`src/rtl/ql_episode_ctrl_pkg.sv`:
```
`default_nettype none
// ============================================================================
//  Module   : ql_episode_ctrl_pkg
//  Purpose  : Shared widths, defaults, controller state encoding and the
//             LFSR step function for the Q-learning episode controller.
//  Revision : 1.0  initial release
// ============================================================================
package ql_episode_ctrl_pkg;

   localparam int STATES_WIDTH  = 4;
   localparam int ACTIONS_WIDTH = 2;
   localparam int COUNTER_WIDTH = 16;
   localparam int NUM_ACTIONS   = 3;
   localparam int GOAL_STATE    = 15;

   typedef enum logic [2:0] {
      IDLE       = 3'd0,
      EP_START   = 3'd1,
      STEP       = 3'd2,
      WAIT_AGENT = 3'd3,
      UPDATE     = 3'd4,
      CHECK      = 3'd5,
      DONE       = 3'd6
   } ctrl_state_t;

   // One step of a right-shifting Galois LFSR, taps 16,14,13,11.
   function automatic logic [15:0] lfsr16_next(input logic [15:0] s);
      return {1'b0, s[15:1]} ^ (s[0] ? 16'hB400 : 16'h0000);
   endfunction

endpackage
`default_nettype wire

```
`src/rtl/ql_episode_ctrl_lfsr.sv`:
```
`default_nettype none
// ============================================================================
//  Module   : ql_lfsr16
//  Purpose  : 16-bit Galois LFSR with reset seed and advance enable.
//  Revision : 1.0  initial release
// ============================================================================
module ql_lfsr16
   import ql_episode_ctrl_pkg::*;
#(
   parameter logic [15:0] SEED = 16'hACE1
) (
   input  logic        clk,
   input  logic        rst_n,
   input  logic        i_advance,
   output logic [15:0] o_lfsr
);

   logic [15:0] lfsr_q;
   logic [15:0] lfsr_d;

   // Advance by one step on each enabled cycle, otherwise hold.
   always_comb begin
      lfsr_d = lfsr_q;
      if (i_advance) begin
         lfsr_d = lfsr16_next(lfsr_q);
      end
   end

   // State register; the seed must be nonzero or the sequence locks up.
   always_ff @(posedge clk or negedge rst_n) begin
      if (!rst_n) begin
         lfsr_q <= SEED;
      end else begin
         lfsr_q <= lfsr_d;
      end
   end

   assign o_lfsr = lfsr_q;

endmodule
`default_nettype wire

```
`src/rtl/ql_episode_ctrl.sv`:
```
`default_nettype none
// ============================================================================
//  Module   : ql_episode_ctrl
//  Purpose  : Episode/step sequencer for the Q-learning agent. Requests one
//             agent step at a time, forwards each transition to the Q-update
//             unit over valid/ready, ends episodes on goal or step limit and
//             supplies the random action source.
//  Revision : 1.0  initial release
// ============================================================================
module ql_episode_ctrl
   import ql_episode_ctrl_pkg::*;
#(
   parameter int          NUM_ACTIONS  = ql_episode_ctrl_pkg::NUM_ACTIONS,
   parameter int          MAX_STEPS    = 64,
   parameter int          MAX_EPISODES = 300,
   parameter int          GOAL_STATE   = ql_episode_ctrl_pkg::GOAL_STATE,
   parameter logic [15:0] LFSR_SEED    = 16'hACE1
) (
   input  logic                     clk,
   input  logic                     rst_n,
   input  logic                     i_start,
   input  logic                     i_stop,
   input  logic [STATES_WIDTH-1:0]  i_first_st,
   output logic                     o_agent_valid,
   output logic [STATES_WIDTH-1:0]  o_agent_st,
   output logic [COUNTER_WIDTH-1:0] o_count,
   output logic [ACTIONS_WIDTH-1:0] o_at_random,
   input  logic                     i_re_random,
   input  logic                     i_agent_valid,
   input  logic [STATES_WIDTH-1:0]  i_st,
   input  logic [STATES_WIDTH-1:0]  i_next_st,
   input  logic [ACTIONS_WIDTH-1:0] i_at,
   output logic                     o_upd_valid,
   output logic [STATES_WIDTH-1:0]  o_upd_st,
   output logic [STATES_WIDTH-1:0]  o_upd_next_st,
   output logic [ACTIONS_WIDTH-1:0] o_upd_at,
   input  logic                     i_upd_ready,
   output logic                     o_busy,
   output logic                     o_done,
   output logic                     o_err
);

   // The step counter only has to reach MAX_STEPS: the limit ends the episode.
   localparam int STEP_W = $clog2(MAX_STEPS + 1);
   localparam logic [STEP_W-1:0]        C_MAX_STEPS = STEP_W'(MAX_STEPS);
   localparam logic [COUNTER_WIDTH-1:0] C_LAST_EP   = COUNTER_WIDTH'(MAX_EPISODES - 1);
   localparam logic [STATES_WIDTH-1:0]  C_GOAL      = STATES_WIDTH'(GOAL_STATE);

   ctrl_state_t               state_q,    state_d;
   logic [STEP_W-1:0]         step_cnt_q, step_cnt_d;
   logic [STATES_WIDTH-1:0]   cur_st_q,   cur_st_d;
   logic [COUNTER_WIDTH-1:0]  count_q,    count_d;
   logic [STATES_WIDTH-1:0]   upd_st_q,   upd_st_d;
   logic [STATES_WIDTH-1:0]   upd_next_q, upd_next_d;
   logic [ACTIONS_WIDTH-1:0]  upd_at_q,   upd_at_d;
   logic                      err_q,      err_d;
   logic [15:0]               lfsr_state;

   // Next-state, counters, transition capture and sticky error.
   always_comb begin
      state_d    = state_q;
      step_cnt_d = step_cnt_q;
      cur_st_d   = cur_st_q;
      count_d    = count_q;
      upd_st_d   = upd_st_q;
      upd_next_d = upd_next_q;
      upd_at_d   = upd_at_q;
      err_d      = err_q;

      case (state_q)
         IDLE, DONE: begin
            if (i_start) begin
               count_d = '0;
               state_d = EP_START;
            end
         end
         EP_START: begin
            step_cnt_d = '0;
            cur_st_d   = i_first_st;
            state_d    = STEP;
         end
         STEP: begin
            step_cnt_d = step_cnt_q + 1'b1;
            state_d    = WAIT_AGENT;
         end
         WAIT_AGENT: begin
            if (i_agent_valid) begin
               upd_st_d   = i_st;
               upd_at_d   = i_at;
               upd_next_d = i_next_st;
               state_d    = UPDATE;
            end
         end
         UPDATE: begin
            if (i_upd_ready) begin
               state_d = CHECK;
            end
         end
         CHECK: begin
            cur_st_d = upd_next_q;
            if ((upd_next_q == C_GOAL) || (step_cnt_q == C_MAX_STEPS)) begin
               if (count_q == C_LAST_EP) begin
                  state_d = DONE;
               end else begin
                  count_d = count_q + 1'b1;
                  state_d = EP_START;
               end
            end else begin
               state_d = STEP;
            end
         end
         default: begin
            state_d = IDLE;
         end
      endcase

      // A start clears the error, but a stray step result in the same cycle
      // is still reported.
      if (i_start) begin
         err_d = 1'b0;
      end
      if (i_agent_valid && (state_q != WAIT_AGENT)) begin
         err_d = 1'b1;
      end

      // Abort overrides everything; the pending transfer is abandoned.
      if (i_stop) begin
         state_d    = IDLE;
         count_d    = '0;
         step_cnt_d = '0;
      end
   end

   // Controller registers.
   always_ff @(posedge clk or negedge rst_n) begin
      if (!rst_n) begin
         state_q    <= IDLE;
         step_cnt_q <= '0;
         cur_st_q   <= '0;
         count_q    <= '0;
         upd_st_q   <= '0;
         upd_next_q <= '0;
         upd_at_q   <= '0;
         err_q      <= 1'b0;
      end else begin
         state_q    <= state_d;
         step_cnt_q <= step_cnt_d;
         cur_st_q   <= cur_st_d;
         count_q    <= count_d;
         upd_st_q   <= upd_st_d;
         upd_next_q <= upd_next_d;
         upd_at_q   <= upd_at_d;
         err_q      <= err_d;
      end
   end

   ql_lfsr16 #(
      .SEED      (LFSR_SEED)
   ) u_lfsr (
      .clk       (clk),
      .rst_n     (rst_n),
      .i_advance (i_re_random),
      .o_lfsr    (lfsr_state)
   );

   // Random action is the low LFSR byte reduced into the legal action range.
   assign o_at_random   = ACTIONS_WIDTH'(32'(lfsr_state & 16'h00FF) % 32'(NUM_ACTIONS));

   assign o_agent_valid = (state_q == STEP);
   assign o_agent_st    = cur_st_q;
   assign o_count       = count_q;
   // Gated by i_stop so an abort withdraws the transfer in the same cycle.
   assign o_upd_valid   = (state_q == UPDATE) && !i_stop;
   assign o_upd_st      = upd_st_q;
   assign o_upd_at      = upd_at_q;
   assign o_upd_next_st = upd_next_q;
   assign o_busy        = (state_q != IDLE) && (state_q != DONE);
   assign o_done        = (state_q == DONE);
   assign o_err         = err_q;

endmodule
`default_nettype wire

```
`config.mk`:
```
export PLATFORM = sky130hd
export DESIGN_NAME = ql_episode_ctrl
export DESIGN_NICKNAME = d
export VERILOG_FILES = /design/src/rtl/ql_episode_ctrl_pkg.sv /design/src/rtl/ql_episode_ctrl_lfsr.sv /design/src/rtl/ql_episode_ctrl.sv
export SDC_FILE = /design/constraint.sdc
export NUM_CORES = 1
export LEC_CHECK = 0
export BUFFER_PORTS_ARGS = -buffer_cell sky130_fd_sc_hd__buf_2
export CAP_MARGIN = 40
export CORE_ASPECT_RATIO = 1.25
export CORE_MARGIN = 1.5
export CORE_UTILIZATION = 45
export DETAILED_ROUTE_END_ITERATION = 12
export GPL_TIMING_DRIVEN = 0
export PLACE_DENSITY = 0.78
export SLEW_MARGIN = 25
export SYNTH_ARGS = -nofsm -noshare
export SYNTH_HDL_FRONTEND = slang
export SYNTH_SLANG_ARGS = --single-unit
```
`constraint.sdc`:
```
create_clock -name clk -period 4.1 [get_ports clk]
set_input_delay 0.615 -clock clk [delete_from_list [all_inputs] [get_ports clk]]
set_output_delay 0.615 -clock clk [all_outputs]
set_load 0.05 [all_outputs]
```
Word level (Yosys, flattened, before mapping)
Cells that the tools add are included.
{"block": "totals", "regBits": 57, "elab_cells": 62}
{"block": "classes", "bitwise": 1, "div": 1, "reduce_logical": 15, "n_mux": 18, "add_sub_neg": 2, "n_eq_ne": 16}
{"op": "16-bit two-way mux", "count": 5}
{"op": "8-bit by 2-bit remainder unit with 32-bit output (second input constant)", "count": 1}
{"op": "16-bit one-hot mux with 2 select lines", "count": 1}
{"op": "3-bit two-way mux", "count": 6}
{"op": "3-bit inequality test (second input constant)", "count": 6}
{"op": "3-bit one-hot mux with 6 select lines", "count": 1}
{"op": "16-bit by 1-bit adder with 16-bit output (second input constant)", "count": 1}
{"op": "16-bit by 9-bit equality test with 1-bit output (second input constant)", "count": 1}
{"op": "15-bit by 16-bit bitwise XOR with 16-bit output", "count": 1}
{"op": "7-bit one-hot mux with 2 select lines", "count": 1}
{"op": "3-bit equality test (second input constant)", "count": 3}
{"op": "3-bit nonzero test", "count": 3}
{"op": "4-bit one-hot mux with 2 select lines", "count": 1}
{"op": "7-bit by 1-bit adder with 7-bit output (second input constant)", "count": 1}
{"op": "7-bit equality test (second input constant)", "count": 1}
{"op": "7-bit two-way mux", "count": 1}
{"op": "3-bit by 2-bit equality test with 1-bit output (second input constant)", "count": 2}
{"op": "4-bit equality test (second input constant)", "count": 1}
{"op": "4-bit AND reduction", "count": 1}
{"op": "2-bit nonzero test", "count": 2}
{"op": "3-bit by 1-bit equality test with 1-bit output (second input constant)", "count": 1}
{"op": "1-bit logical AND", "count": 3}
{"op": "3-bit zero test", "count": 1}
{"op": "3-bit by 2-bit inequality test with 1-bit output (second input constant)", "count": 1}
{"op": "6 further kinds", "count": 7}

Logic depth before layout (Yosys ltp)
Gate-level depths: netlist (run 1).
{"block": "depth", "depth_word": 5, "ltp_mapped": 19, "mapped_depth_nobuf": 17}

Cells and area by module
A second synthesis (run 1) with hierarchy kept.
{"block": "unflattened", "cells_unflattened": 397, "hier_area_um2": 3732.3}
{"module": "ql_episode_ctrl", "n_inst": 1, "area_per_inst_um2": 3076.7, "cells_per_inst": 357}
{"module": "ql_lfsr16", "n_inst": 1, "area_per_inst_um2": 655.6, "cells_per_inst": 40}

Worst setup path before layout (run 1)
No wires, ideal clock.
{"block": "synth_timing", "path_type": "reg2out", "startpoint": "reg u_lfsr.lfsr_q[6] (netlist: u_lfsr.o_lfsr[6])", "endpoint": "out o_at_random[0]", "n_path_buf": 2, "arrival_time_ns": 3.838, "slack_ns": -0.353, "stages_incl_launch_ff": 20, "required_ns": 3.485, "cell_sequence": "dfstp_2 buf_2 clkbuf_1 ha_1 nand4bb_1 a221oi_2 nor2_2 xnor2_1 nor2_1 nor2_1 a31oi_1 ha_1 inv_1 o21ai_0 nor2_1 mux2i_1 ha_1 nor2_1 o21ai_1 xor2_1"}
{"block": "synth_via", "elab_chain_cells": 1}
{"element": "start: declaration", "line": "ql_episode_ctrl_lfsr.sv:18", "source": "logic [15:0] lfsr_q;"}
{"element": "start signal: assignment", "line": "ql_episode_ctrl_lfsr.sv:34", "source": "lfsr_q <= lfsr_d;"}
{"element": "8-bit by 2-bit remainder unit with 32-bit output", "line": "ql_episode_ctrl.sv:167", "source": "assign o_at_random = ACTIONS_WIDTH'(32'(lfsr_state & 16'h00FF) % 32'(NUM_ACTIONS));"}
{"element": "end: declaration", "line": "ql_episode_ctrl.sv:27", "source": "output logic [ACTIONS_WIDTH-1:0] o_at_random,"}
No other way between the ends.

Final worst setup path (run 1)
{"block": "layout_timing", "startpoint": "reg u_lfsr.lfsr_q[6] (netlist: u_lfsr.o_lfsr[6])", "endpoint": "out o_at_random[1]"}
Same word-level chain as after synthesis.

==> results.md, run 1 <==
Finish:
- For this run, the number of standard cells in the final layout without fillers is 565.
- The sequential cells in the finished layout cover a total of 1440 um^2.
- Fill cells in the final layout number 673.
- 0 antenna diodes ended up in the layout.
- Relative to the synthesized area, the layout overhead comes to 22.7%.
- In the final design database the tool counted 495 nets.
- The core utilization of the finished layout is 0.573.
- The area used by multi-input combinational logic is 1970 um^2.
- Of the cells placed in the final design, the portion with a size suffix greater than 1 is 0.296.

Synth:
- The leading register cell type out of synthesis is sky130_fd_sc_hd__dfrtp_1.
- Summing every instance area after synthesis gives 3480 um^2.
- By count the netlist is led by 49 x sky130_fd_sc_hd__dfrtp_1, 48 x sky130_fd_sc_hd__o21ai_0, 45 x sky130_fd_sc_hd__nor2_1.
- Yosys mapped a number of flops with a built-in enable equal to 0.
- The synthesized design contains 57 register bits.
- The average instance in the mapped netlist occupies 8.89 um^2.
- By area the synthesized netlist is led by sky130_fd_sc_hd__dfrtp_1 35%, sky130_fd_sc_hd__o21ai_0 6.9%, sky130_fd_sc_hd__mux2_2 6.5%, sky130_fd_sc_hd__dfstp_2 6.0%, sky130_fd_sc_hd__nor2_1 4.9%.
- The largest family of logic cells by synthesized area is simple AND/OR/NAND/NOR gates.
- The synthesized netlist contains 59 unique library cells.
- Summed over all instances, the cell type with the most area after synthesis is sky130_fd_sc_hd__dfrtp_1.
- The synthesized-area fraction occupied by ao, oa, aoi and oai cells is 0.201.
- The area share of fa/ha/maj cells after synthesis is 0.0216.
- Of the post-synthesis cell area, the dominant cell type holds 0.353.
- The share of async-settable or async-resettable flops after synthesis is 1.00.
- Synthesis produced 391 cells.
- The xor-xnor portion of the synthesized cell area is 0.0230.
- The count of yosys warnings during synthesis is 0.
- Synthesis produced a netlist with a net count of 418.
- Measured against the total synthesized area, the mux share comes to 0.0922.
- The sequential area share after synthesis is 0.413.
- The post-synthesis simple-gate area fraction is 0.207.
- The most frequently used cell type in the post-synthesis netlist is sky130_fd_sc_hd__dfrtp_1.

Job:
- The max-cap violation count is 0.

Clock tree:
- Counting every sink on the clock net gives 57.
- The count of hold buffers inserted by post-cts repair is 0.
- The H-tree depth reported by CTS is 3.
- The TritonCTS clock tree is built.
- The clock reaches the later pin of the worst-skew pair after 0.33 ns.
- The longest clock path from root to sink contains 2 buffers.
- The root buffer cell chosen for the clock tree is sky130_fd_sc_hd__clkbuf_8.
- The clock input transition at the sequential cells of the worst setup and hold paths is 0.07 ns.
- In this run, CTS created clock tree buffers numbering 9.

Worst setup path:
- The slowest stage cell on the critical path is sky130_fd_sc_hd__dfstp_2.
- The worst endpoint data arrival time is 3.90 ns.
- The gate family responsible for the most delay along the worst path is simple AND/OR/NAND/NOR gates.
- In this run the critical register-to-register path is launched from o_count[4].
- The critical path goes through buf_6, buf_6, ha_4, nand4bb_1, a221oi_2, nor2_2, xnor2_1, nor2_1, nor2_1, a31oi_1, ha_2, inv_2, o21ai_2, nor2_2, mux2i_1, ha_2, nor2_2, o21ai_2, mux2_4, buf_8.
- The largest fanout on the critical path is 4.
- In this design, the stage delay of the slowest critical-path cell is 0.55 ns.
- Among the stages of the critical path, the cell type that occurs most often is sky130_fd_sc_hd__nor2_2.
- The source of the critical timing path is u_lfsr.o_lfsr[6].
- For the worst setup path, the data required time is 3.48 ns.
- The critical path is of the reg -> out type.
- The worst setup path is launched from a flip-flop.
- The number of buffers and inverters on the critical path is 4.
- The worst setup path is captured at a primary output.

Drt:
- The remaining number of nets flagged by the antenna check after routing is 0.
- The first-pass iteration count of the detailed router is 4.
- For this block, the initial DRC count from the detailed router was 184.
- After detailed routing, the number of vias per cell comes to 5.62.
- The remaining design rule violation count is 0.
- For this block, the routed nets add up to 8710 um of wire.
- The final route contains 3177 vias.
- The wire length per cell is 15.4 um.

Placed design:
- The placement-stage worst setup slack is -0.513 ns.
- The estimated wirelength of the detail-placed design is 5970 um.
- The count of buffers added on input and output ports is 57.
- Routability-driven placement finished with a final weighted congestion of 0.878.
- The post-placement cell count is 540.

Min path:
- The class of the worst hold path is in -> async.

Global routing:
- The first global-routing pass estimated 13900 um of wire.
- Entering global routing, the biggest net connects 58 pins.
- The combined global-route utilization of all metal layers is 0.219.
- Global routing finished with a remaining overflow of 0.
- The number of global-route vias before repair came to 2953.
- The initial antenna violation count came to 0.

Floorplan:
- Measured along the x axis, the die boundary spans 81.6 um.
- After floorplanning, the core was divided into 35 placement rows.
- The die outline height is 101 um.
- The area inside the core boundary is 7440 um^2.
- The die area is 8260 um^2.
- The initial core utilization is 0.467.
- The number of top-level pins is 58.

Power and ir drop:
- The leakage power summed over all cells is 1.86 nW.
- The worst-case IR drop observed on VDD is 617 uV.
- The areal power density over the cells is 716 nW/um^2.
- The total power is 3.05 mW.

STA:
- The worst slew slack as a fraction of its limit is 0.529.
- The final hold violation count is 0.
- The count of endpoints failing setup in the final report is 2.
- Static timing analysis puts the maximum clock frequency at 222 MHz.
- At the pin with the least slew margin, the transition time is 0.706 ns.
- The total negative slack for setup checks is -0.795 ns.
- Setup repair after global routing could not meet its margin everywhere.
- For the final database, setup skew stands at 0.00965 ns.
- The smallest clock period supported by the final layout is computed as 4.51 ns.
- The worst setup margin is -0.411 ns.
- The number of max-slew violations in the final report is 0.
- The fraction of the cycle the final worst path needs is 1.10.

Outcome:
- The final reports fail on setup timing.
- The run finished, with violations left.
-- report_power, final --
part | total [mW] | leakage [nW] | switching [mW] | internal [mW]
registers | 0.818 | 0.717 | 0.0979 | 0.721
clock network | 0.535 | 0.103 | 0.221 | 0.314
logic | 1.70 | 1.04 | 1.03 | 0.670
total | 3.05 | 1.86 | 1.35 | 1.70
-- layout make-up --
type,count,area share
Multi-Input combinational cell,300,0.462
Sequential cell,57,0.337
Timing Repair Buffer,66,0.0880
Clock buffer,12,0.0364
Buffer,24,0.0288
Tap cell,92,0.0270
Clock inverter,4,0.0120
Inverter,10,0.00880
-- worst paths after layout --
| path | to | slack (ns) | depth (start not counted) |
|---|---|---|---|
| min in group clk | o_agent_st[0] | 0.49 | 2 |
| max in group asynchronous | step_cnt_q[6] | 3.29 | 1 |
| worst max register to register | o_count[12] | 1.25 | 9 |
| worst min register to register | o_agent_st[0] | 0.49 | 2 |
| worst max-delay path | o_at_random[1] | -0.41 | 20 |
| worst min-delay path | o_count[7] | 0.33 | 1 |
-- per-layer routing --
layer / vias to the layer above / global-route usage / wire, um
li1: 1562 / - / -
met1: 1492 / 0.275 / 3670
met2: 109 / 0.355 / 4420
met3: 14 / 0.0550 / 469
met4: 0 / 0.0965 / 142
met5: - / 0 / 0
-- sequential cells by signal (all words and copies together), names as in the netlist --
register,cells
o_count,16
u_lfsr.o_lfsr,16
step_cnt_q,7
o_agent_st,4
o_upd_next_st,4
o_upd_st,4
state_q,3
o_upd_at,2
o_err,1
-- placed cells by master, fill, tap and decap left out, drive strengths merged, types with 3 or more instances in the layout --
| master | n |
|---|---|
| a211oi | 5 |
| a21oi | 25 |
| a221oi | 3 |
| a311oi | 3 |
| a31oi | 4 |
| and3 | 4 |
| buf | 73 |
| clkbuf | 29 |
| dfrtp | 49 |
| dfstp | 8 |
| ha | 6 |
| inv | 10 |
| mux2 | 21 |
| mux2i | 8 |
| nand2 | 39 |
| nand2b | 10 |
| nand3 | 8 |
| nand3b | 3 |
| nand4 | 5 |
| nor2 | 46 |
| nor2b | 3 |
| nor3 | 10 |
| nor3b | 4 |
| o21ai | 50 |
| o31ai | 3 |
| or2 | 5 |
| xnor2 | 4 |
| xor2 | 3 |
-- per-stage QoR --
stage | instance area [um^2] | hold slack, ns
floorplan | 3500 | 0.319
global placement | 3900 | 0.463
detailed placement | 3900 | 0.472
CTS | 4200 | 0.354
global route | 4260 | 0.385
finish | 4260 | 0.331
-- kinds of logic (layout without fill, tap and decap cells) --
group	after synthesis	in the layout
compound gates	111	111
xor+xnor	7	7
fa+ha+maj	6	6
buf+inv	34	116
flops	57	57
mux	29	29
simple gates	147	147
-- repair_timing --
| action | in CTS | in global routing |
|---|---|---|
| endpoints found under the hold margin | 0 | 0 |
| endpoints found under the setup margin | 2 | 2 |
| gates resized for setup | 15 | 11 |
| pin swaps | 7 | 10 |
| setup buffers | 7 | 2 |
Note: power is estimated with default switching activity, not from simulation.
==> run 2: changes to the inputs <==
ABC_AREA = 1   (was default)
SETUP_SLACK_MARGIN = 0.4   (was default)
==> results.md, run 2 <==
Finish:
- The number of diodes is 0 (unchanged).
- The core utilization of the finished layout is 0.595 (+0.0223).
- The area taken by flip-flops and latches is 1440 um^2 (unchanged).
- The area used by multi-input combinational logic is 1700 um^2 (-14%).
- The library cell used most frequently in the layout, excluding fill and tap cells, is sky130_fd_sc_hd__nand2_1.
- The final net count is 524 (+5.9%).
- The layout cell share with drive strength beyond 1 came to 0.307 (+0.0108).
- The fill cell instance count of the final layout is 613 (-8.9%).
- From synthesis to final layout, the design area changed by 27.2%.
- Leaving out fill and tap cells, the most frequent cells in the layout are 80 x sky130_fd_sc_hd__nand2_1, 58 x sky130_fd_sc_hd__inv_1, 55 x sky130_fd_sc_hd__buf_2, 49 x sky130_fd_sc_hd__dfrtp_1, 32 x sky130_fd_sc_hd__nor2_1.
- The number of standard cells in the final layout excluding fillers is 592 (+4.8%).

Clock tree:
- The insertion delay of the later-clocked pin in the worst-skew pair was 0.34 ns (about the same).
- The clock buffer count from CTS was 9 (unchanged).
- The clock input transition at the sequential cells of the worst setup and hold paths is 0.06 ns (about the same).
- The TritonCTS clock tree is built.
- The H-tree depth reported by CTS came to 3 (unchanged).
- The maximum root-to-sink buffer count came to 2 (unchanged).
- The clock sink count is 57 (unchanged).
- The clock root buffer is sky130_fd_sc_hd__clkbuf_8.

Worst setup path:
- The worst endpoint data arrival time is 4.01 ns (+0.11 ns).
- STA classifies the critical path startpoint as a flip-flop.
- The path type of the worst setup path is reg -> out.
- The largest fanout on the critical path is 4 (unchanged).
- The startpoint identified for the worst register-to-register timing path is o_count[2].
- The maximum single-stage delay on the critical path is 0.52 ns (-0.03 ns).
- The endpoint kind of the worst setup timing path is a primary output.
- The data required time of the critical path is 3.48 ns (about the same).
- Tracing the worst setup path back leads to its startpoint at u_lfsr.o_lfsr[6].
- The slowest stage cell on the critical path is sky130_fd_sc_hd__dfstp_2.

Drt:
- The wire length per cell was 12.4 um (-19%).
- The detailed-route via count came to 3098 (-2.5%).
- The initial detailed-routing violation count is 114 (-38%).
- The remaining number of nets flagged by the antenna check after routing is 0 (unchanged).
- The total routed wirelength is 7350 um (-16%).
- The first-pass iteration count of the detailed router is 5 (+1).
- The mean number of vias per cell came to 5.23 (-6.9%).
- The remaining design rule violation count is 0 (unchanged).

Synth:
- Ranked by instance count, the synthesized netlist is headed by 95 x sky130_fd_sc_hd__nand2_1, 62 x sky130_fd_sc_hd__inv_1, 49 x sky130_fd_sc_hd__dfrtp_1.
- The count of yosys warnings during synthesis is 0 (unchanged).
- The most frequently used cell type in the post-synthesis netlist is sky130_fd_sc_hd__nand2_1.
- Among all flip-flop cells after synthesis, the most frequent one is sky130_fd_sc_hd__dfrtp_1.
- The share of async-settable or async-resettable flops after synthesis was 1.00 (unchanged).
- The register bit count reported by yosys is 57 (unchanged).
- The sequential area share after synthesis is 0.440 (+0.0269).
- The cell area after synthesis is 3260 um^2 (-6.1%).
- The number of distinct library cells after synthesis is 38 (-36%).
- The fraction of post-synthesis cell area in the top cell type by area is 0.376 (+0.0230).
- Summed over all instances, the cell type with the most area after synthesis is sky130_fd_sc_hd__dfrtp_1.
- The synthesized area divided by synthesized cell count was 7.79 um^2 (-12%).
- The net count after synthesis was 446 (+6.7%).
- The number of enable flip-flop cells after synthesis is 0 (unchanged).
- The post-synthesis instance total is 419 (+7.2%).
- In the post-synthesis netlist, the biggest area contributors are sky130_fd_sc_hd__dfrtp_1 38%, sky130_fd_sc_hd__nand2_1 11%, sky130_fd_sc_hd__inv_1 7.1%, sky130_fd_sc_hd__dfstp_2 6.4%, sky130_fd_sc_hd__nand3_1 4.0%.

STA:
- The smallest hold slack is 0.320 ns (-0.0116 ns).
- The transition time at the pin with the least slew margin was 0.687 ns (-0.0191 ns).
- The worst setup margin was -0.525 ns (-0.114 ns).
- The timing-limited maximum frequency is 216 MHz (-2.5%).
- The worst slew slack as a fraction of its limit is 0.542 (+0.0128).
- The count of endpoints failing setup in the final report came to 2 (unchanged).
- The shortest period the worst path allows came to 4.62 ns (+0.114 ns).
- The fraction of the cycle the final worst path needs is 1.13 (+0.0277).
- The total negative slack for setup checks came to -1.02 ns (-0.221 ns).
- Setup repair after global routing could not meet its margin everywhere.
- The clock skew was 0.00852 ns (-0.00113 ns).
- The final hold violation count is 0 (unchanged).
- The number of max-slew violations in the final report is 0 (unchanged).

Outcome:
- The final reports fail on setup timing.
- The flow ran to the end, but the final reports show violations.

Power and ir drop:
- The leakage power summed over all cells was 2.00 nW (+7.5%).
- The areal power density over the cells is 873 nW/um^2 (+22%).
- The maximum vdd drop was 877 uV (+42%).
- The total power is 3.63 mW (+19%).

Placed design:
- The post-placement cell count came to 566 (+4.8%).
- The routability congestion estimate is 0.874 (-0.48%).
- The estimated wirelength of the detail-placed design came to 5320 um (-11%).
- The count of port buffers added during placement is 57 (unchanged).

Floorplan:
- The die area was 7770 um^2 (-5.9%).
- The die outline height is 98.2 um (-3.0%).
- The area inside the core boundary is 6980 um^2 (-6.3%).
- The initial core utilization is 0.468 (+0.000828).
- The total number of placement rows was 34 (-2.9%).
- The number of top-level pins came to 58 (unchanged).
- The die outline width is 79.2 um (-3.0%).

Global routing:
- The number of global-route vias before repair is 3096 (+4.8%).
- The global-route congestion overflow total is 0 (unchanged).
- The combined global-route utilization of all metal layers is 0.208 (-0.0114).
- The wire length of the first global-routing pass is 13000 um (-6.4%).
- The initial antenna violation count is 0 (unchanged).
- The largest net degree at the start of global routing is 58 (unchanged).

Job:
- The max-cap violation count is 0 (unchanged).

Min path:
- The tightest min-delay check is of the in -> async type.
## run 2: cell types whose count changed after synthesis, sizes merged, moves of 13 or more
cell    delta
o21ai     -23
inv       +56
nand4     +13
nand2     +61
nand3     +25
clkbuf    -13
## run 2: what timing repair did
action	CTS	global route
hold buffers	0	0
buffers inserted	8	2
endpoints found under the setup margin	2	2
pin swaps	14	14
resized for setup	20	18
## run 2: area by class of cell
cell class                      count  area share
Timing Repair Buffer               67      0.0922
Sequential cell                    57       0.346
Buffer                              7     0.00753
Clock buffer                       13      0.0383
Tap cell                           90      0.0271
Clock inverter                      3      0.0157
Multi-Input combinational cell    286       0.409
Inverter                           69      0.0642
## run 2: path summary, 6_finish.rpt
kind                                     to  slack (ns)  cells past startpoint
max reg2reg                     o_count[15]        1.59                     13
max in group asynchronous  u_lfsr.o_lfsr[8]        3.31                      1
max                          o_at_random[1]       -0.52                     34
min                             o_count[10]        0.32                      1
min reg2reg                u_lfsr.o_lfsr[8]        0.47                      2
min in group clk           u_lfsr.o_lfsr[8]        0.47                      2
## run 2: per-layer routing
metal / track usage / vias to the layer above / routed length (um)
li1: - / 1538 / -
met1: 0.243 / 1438 / 2950
met2: 0.352 / 109 / 3820
met3: 0.0561 / 13 / 452
met4: 0.0945 / 0 / 127
met5: 0 / - / 0
## run 2: worst max-delay path, delay by kind of cell, from the launching register on
family,cells,cell delay (ns)
AND/OR/NAND/NOR,21,1.84
buffers and inverters,9,0.58
adder cells (fa/ha/maj),3,0.57
flip-flops,1,0.52
XOR/XNOR,1,0.16
## run 2: stage by stage
| step | area (um^2) | worst slack (ns) |
|---|---|---|
| after detailed placement | 3720 | -0.368 |
| after CTS | 4080 | -0.370 |
| final | 4150 | -0.525 |
| after global routing | 4150 | -0.849 |
| after floorplan | 3320 | 0.0690 |
| after global placement | 3720 | -0.275 |
## run 2: logic make-up after synthesis
logic type	synth area share
AO/OA/AOI/OAI	0.0959
XOR/XNOR	0.0242
adder cells (fa/ha/maj)	0.0230
buffers and inverters	0.0886
flip-flops	0.440
multiplexers	0.0345
AND/OR/NAND/NOR	0.294
## run 2: power breakdown
group          internal [mW]  leakage (nW)  switching (mW)
sequential             0.707         0.735          0.0949
clock                  0.375         0.114           0.215
combinational          0.803          1.15            1.43
total                   1.88          2.00            1.74
==> run 3: changes to the inputs <==
ABC_AREA = default   (was 1)
SLEW_MARGIN = default   (was 25)
==> results.md, run 3 (synthesis results as in run 1) <==
Outcome:
- The run finished, with violations left.
- The final reports fail on setup timing.

Power and ir drop:
- The maximum vdd drop was 721 uV (-18%).
- The total power came to 2.98 mW (-18%).
- The net switching fraction of the power is 0.454 (-0.0257).
- The clock power share is 0.155 (-0.008).
- The net switching power is 1.35 mW (-22%).
- The areal power density over the cells came to 701 nW/um^2 (-20%).
- The leakage power summed over all cells was 1.85 nW (-7.6%).
- The internal power is 1.62 mW (-14%).
- The logic gate share of total power is 0.571 (-0.045).
- The portion of total power attributed to sequential cells came to 0.274 (+0.053).

Clock tree:
- The count of hold buffers inserted by post-cts repair came to 0 (unchanged).
- CTS placed an instance of sky130_fd_sc_hd__clkbuf_8 at the clock tree root.
- The insertion delay of the later-clocked pin in the worst-skew pair is 0.33 ns (about the same).
- The TritonCTS clock tree is built.
- The H-tree depth reported by CTS is 3 (unchanged).
- The maximum root-to-sink buffer count is 2 (unchanged).
- The clock sink count is 57 (unchanged).
- The clock input transition at the sequential cells of the worst setup and hold paths is 0.07 ns (about the same).
- The clock buffer count from CTS is 9 (unchanged).

Worst setup path:
- STA classifies the critical path startpoint as a flip-flop.
- The largest fanout on the critical path came to 4 (unchanged).
- The worst setup path is of the reg -> out kind.
- The maximum single-stage delay on the critical path came to 0.53 ns (about the same).
- The worst register-to-register path ends at o_count[13].
- Among all stages on the critical path, the largest delay is contributed by sky130_fd_sc_hd__dfstp_2.
- The worst endpoint data arrival time was 3.95 ns (-0.06 ns).
- The critical path goes through buf_6, buf_6, ha_4, nand4bb_1, a221oi_2, nor2_4, xnor2_2, nor2_1, nor2_1, a31oi_1, ha_2, inv_2, o21ai_2, nor2_2, mux2i_2, ha_2, nor2_4, o21ai_4, mux2_4, buf_8.
- The data required time of the critical path is 3.48 ns (about the same).
- The number of cells on the worst reg-to-reg path is 9 (-4).
- The register-to-register setup slack is 1.21 ns (-0.38 ns).
- The endpoint kind of the worst setup timing path is a primary output.
- The launch instance of the worst register-to-register path is o_count[4].

Placed design:
- The placement-stage worst setup slack is -0.319 ns (+0.0490 ns).
- The post-placement cell count was 541 (-4.4%).
- The routability congestion estimate is 0.876 (+0.22%).
- The count of port buffers added during placement was 57 (unchanged).
- The estimated wirelength of the detail-placed design is 6150 um (+16%).

Drt:
- The mean number of vias per cell is 5.77 (+10%).
- The initial detailed-routing violation count was 165 (+45%).
- The remaining design rule violation count is 0 (unchanged).
- The remaining number of nets flagged by the antenna check after routing was 0 (unchanged).
- The first-pass iteration count of the detailed router was 6 (+1).
- The detailed-route via count is 3256 (+5.1%).
- The wire length per cell came to 15.2 um (+23%).
- The total routed wirelength was 8580 um (+17%).

STA:
- The number of max-slew violations in the final report is 0 (unchanged).
- The fraction of the cycle the final worst path needs is 1.11 (-0.0152).
- The count of endpoints failing setup in the final report is 2 (unchanged).
- Setup repair after global routing could not meet its margin everywhere.
- The final hold violation count is 0 (unchanged).
- The worst slew slack as a fraction of its limit is 0.605 (+0.0629).
- The transition time at the pin with the least slew margin was 0.593 ns (-0.0943 ns).
- The worst setup margin is -0.463 ns (+0.0623 ns).
- The timing-limited maximum frequency was 219 MHz (+1.4%).
- The smallest hold slack came to 0.268 ns (-0.0521 ns).
- The clock skew is 0.00915 ns (+0.000629 ns).
- The shortest period the worst path allows came to 4.56 ns (-0.0623 ns).

Global routing:
- The number of global-route vias before repair came to 2990 (-3.4%).
- The largest net degree at the start of global routing was 37 (-36%).
- The combined global-route utilization of all metal layers is 0.213 (+0.00547).
- The global-route congestion overflow total is 0 (unchanged).
- The wire length of the first global-routing pass came to 13600 um (+4.6%).
- The initial antenna violation count is 0 (unchanged).

Min path:
- In this run the worst hold path is classified as in -> async.

Floorplan:
- The die area is 8260 um^2 (+6.3%).
- The die outline height is 101 um (+3.1%).
- The initial core utilization is 0.467 (-0.000828).
- The die outline width came to 81.6 um (+3.1%).
- The total number of placement rows was 35 (+2.9%).
- The area inside the core boundary is 7440 um^2 (+6.7%).
- The number of top-level pins is 58 (unchanged).

Finish:
- The synthesis-to-finish area growth is 22.2%.
- The number of diodes is 0 (unchanged).
- The layout cell share with drive strength beyond 1 was 0.294 (-0.0123).
- The most frequent standard cell in the layout excluding fill and tap cells is sky130_fd_sc_hd__buf_2.
- In the layout the commonest cells are 57 x sky130_fd_sc_hd__buf_2, 49 x sky130_fd_sc_hd__dfrtp_1, 46 x sky130_fd_sc_hd__o21ai_0, 42 x sky130_fd_sc_hd__nor2_1, 39 x sky130_fd_sc_hd__nand2_1.
- The fill cell instance count of the final layout is 651 (+6.2%).
- The final net count is 494 (-5.7%).
- The number of standard cells in the final layout excluding fillers is 564 (-4.7%).

Job:
- The max-cap violation count was 0 (unchanged).
[run 3: power by group through the flow]
stage	combinational (mW)	clock, mW	sequential (mW)
2_1_floorplan	0.949	0	1.04
3_3_place_gp	1.44	0	0.816
4_1_cts	1.62	0.477	0.815
6_report	1.70	0.462	0.817
5_1_grt	1.80	0.506	0.835
3_5_place_dp	1.47	0	0.825
[run 3: layout make-up]
class	count	area [um^2]	area share
multi-input combinational	300	1980	0.466
sequential	57	1440	0.338
timing repair buffer	65	378	0.0889
clock buffer	10	138	0.0324
buffer	24	123	0.0289
tap	92	115	0.0271
clock inverter	6	42.5	0.0100
inverter	10	37.5	0.00883
[run 3: worst max path at each step]
stage,slack (ns),depth (start not counted),start,to
after floorplan,0.11,19,u_lfsr.o_lfsr[6],o_at_random[1]
after global placement,-0.24,20,u_lfsr.o_lfsr[6],o_at_random[1]
after detailed placement,-0.32,20,u_lfsr.o_lfsr[6],o_at_random[1]
after CTS,-0.40,20,u_lfsr.o_lfsr[6],o_at_random[1]
after global routing,-0.61,20,u_lfsr.o_lfsr[6],o_at_random[1]
final,-0.46,20,u_lfsr.o_lfsr[6],o_at_random[1]
[run 3: critical path: cells and delay by family (launching register included)]
| family | cells | cell delay (ns) |
|---|---|---|
| AOI/OAI and AO/OA | 4 | 0.56 |
| xor gates and xnor gates | 1 | 0.20 |
| adders and majority gates | 3 | 0.66 |
| buffers and inverters | 4 | 0.41 |
| DFF | 1 | 0.53 |
| muxes | 2 | 0.60 |
| and+or+nand+nor | 6 | 0.66 |
[run 3: per-stage QoR]
stage | utilization | area [um^2] | TNS [ns]
3_3_place_gp | 0.529 | 3940 | -0.377
4_1_cts | 0.565 | 4210 | -0.793
6_report | 0.571 | 4250 | -0.890
3_5_place_dp | 0.531 | 3960 | -0.532
2_1_floorplan | - | 3530 | 0
5_1_grt | 0.571 | 4250 | -1.20
[run 3: repair_timing]
item	in CTS	in global routing
setup endpoints to repair	2	2
pin swaps	7	8
setup buffers	6	1
cloned	0	0
gates resized for setup	7	9
[run 3: metal layers]
metal | up-vias | global-route usage | wire length (um)
li1 | 1556 | - | -
met2 | 123 | 0.355 | 4340
met5 | - | 0 | 0
met3 | 25 | 0.0432 | 369
met4 | 0 | 0.0991 | 217
met1 | 1552 | 0.263 | 3660
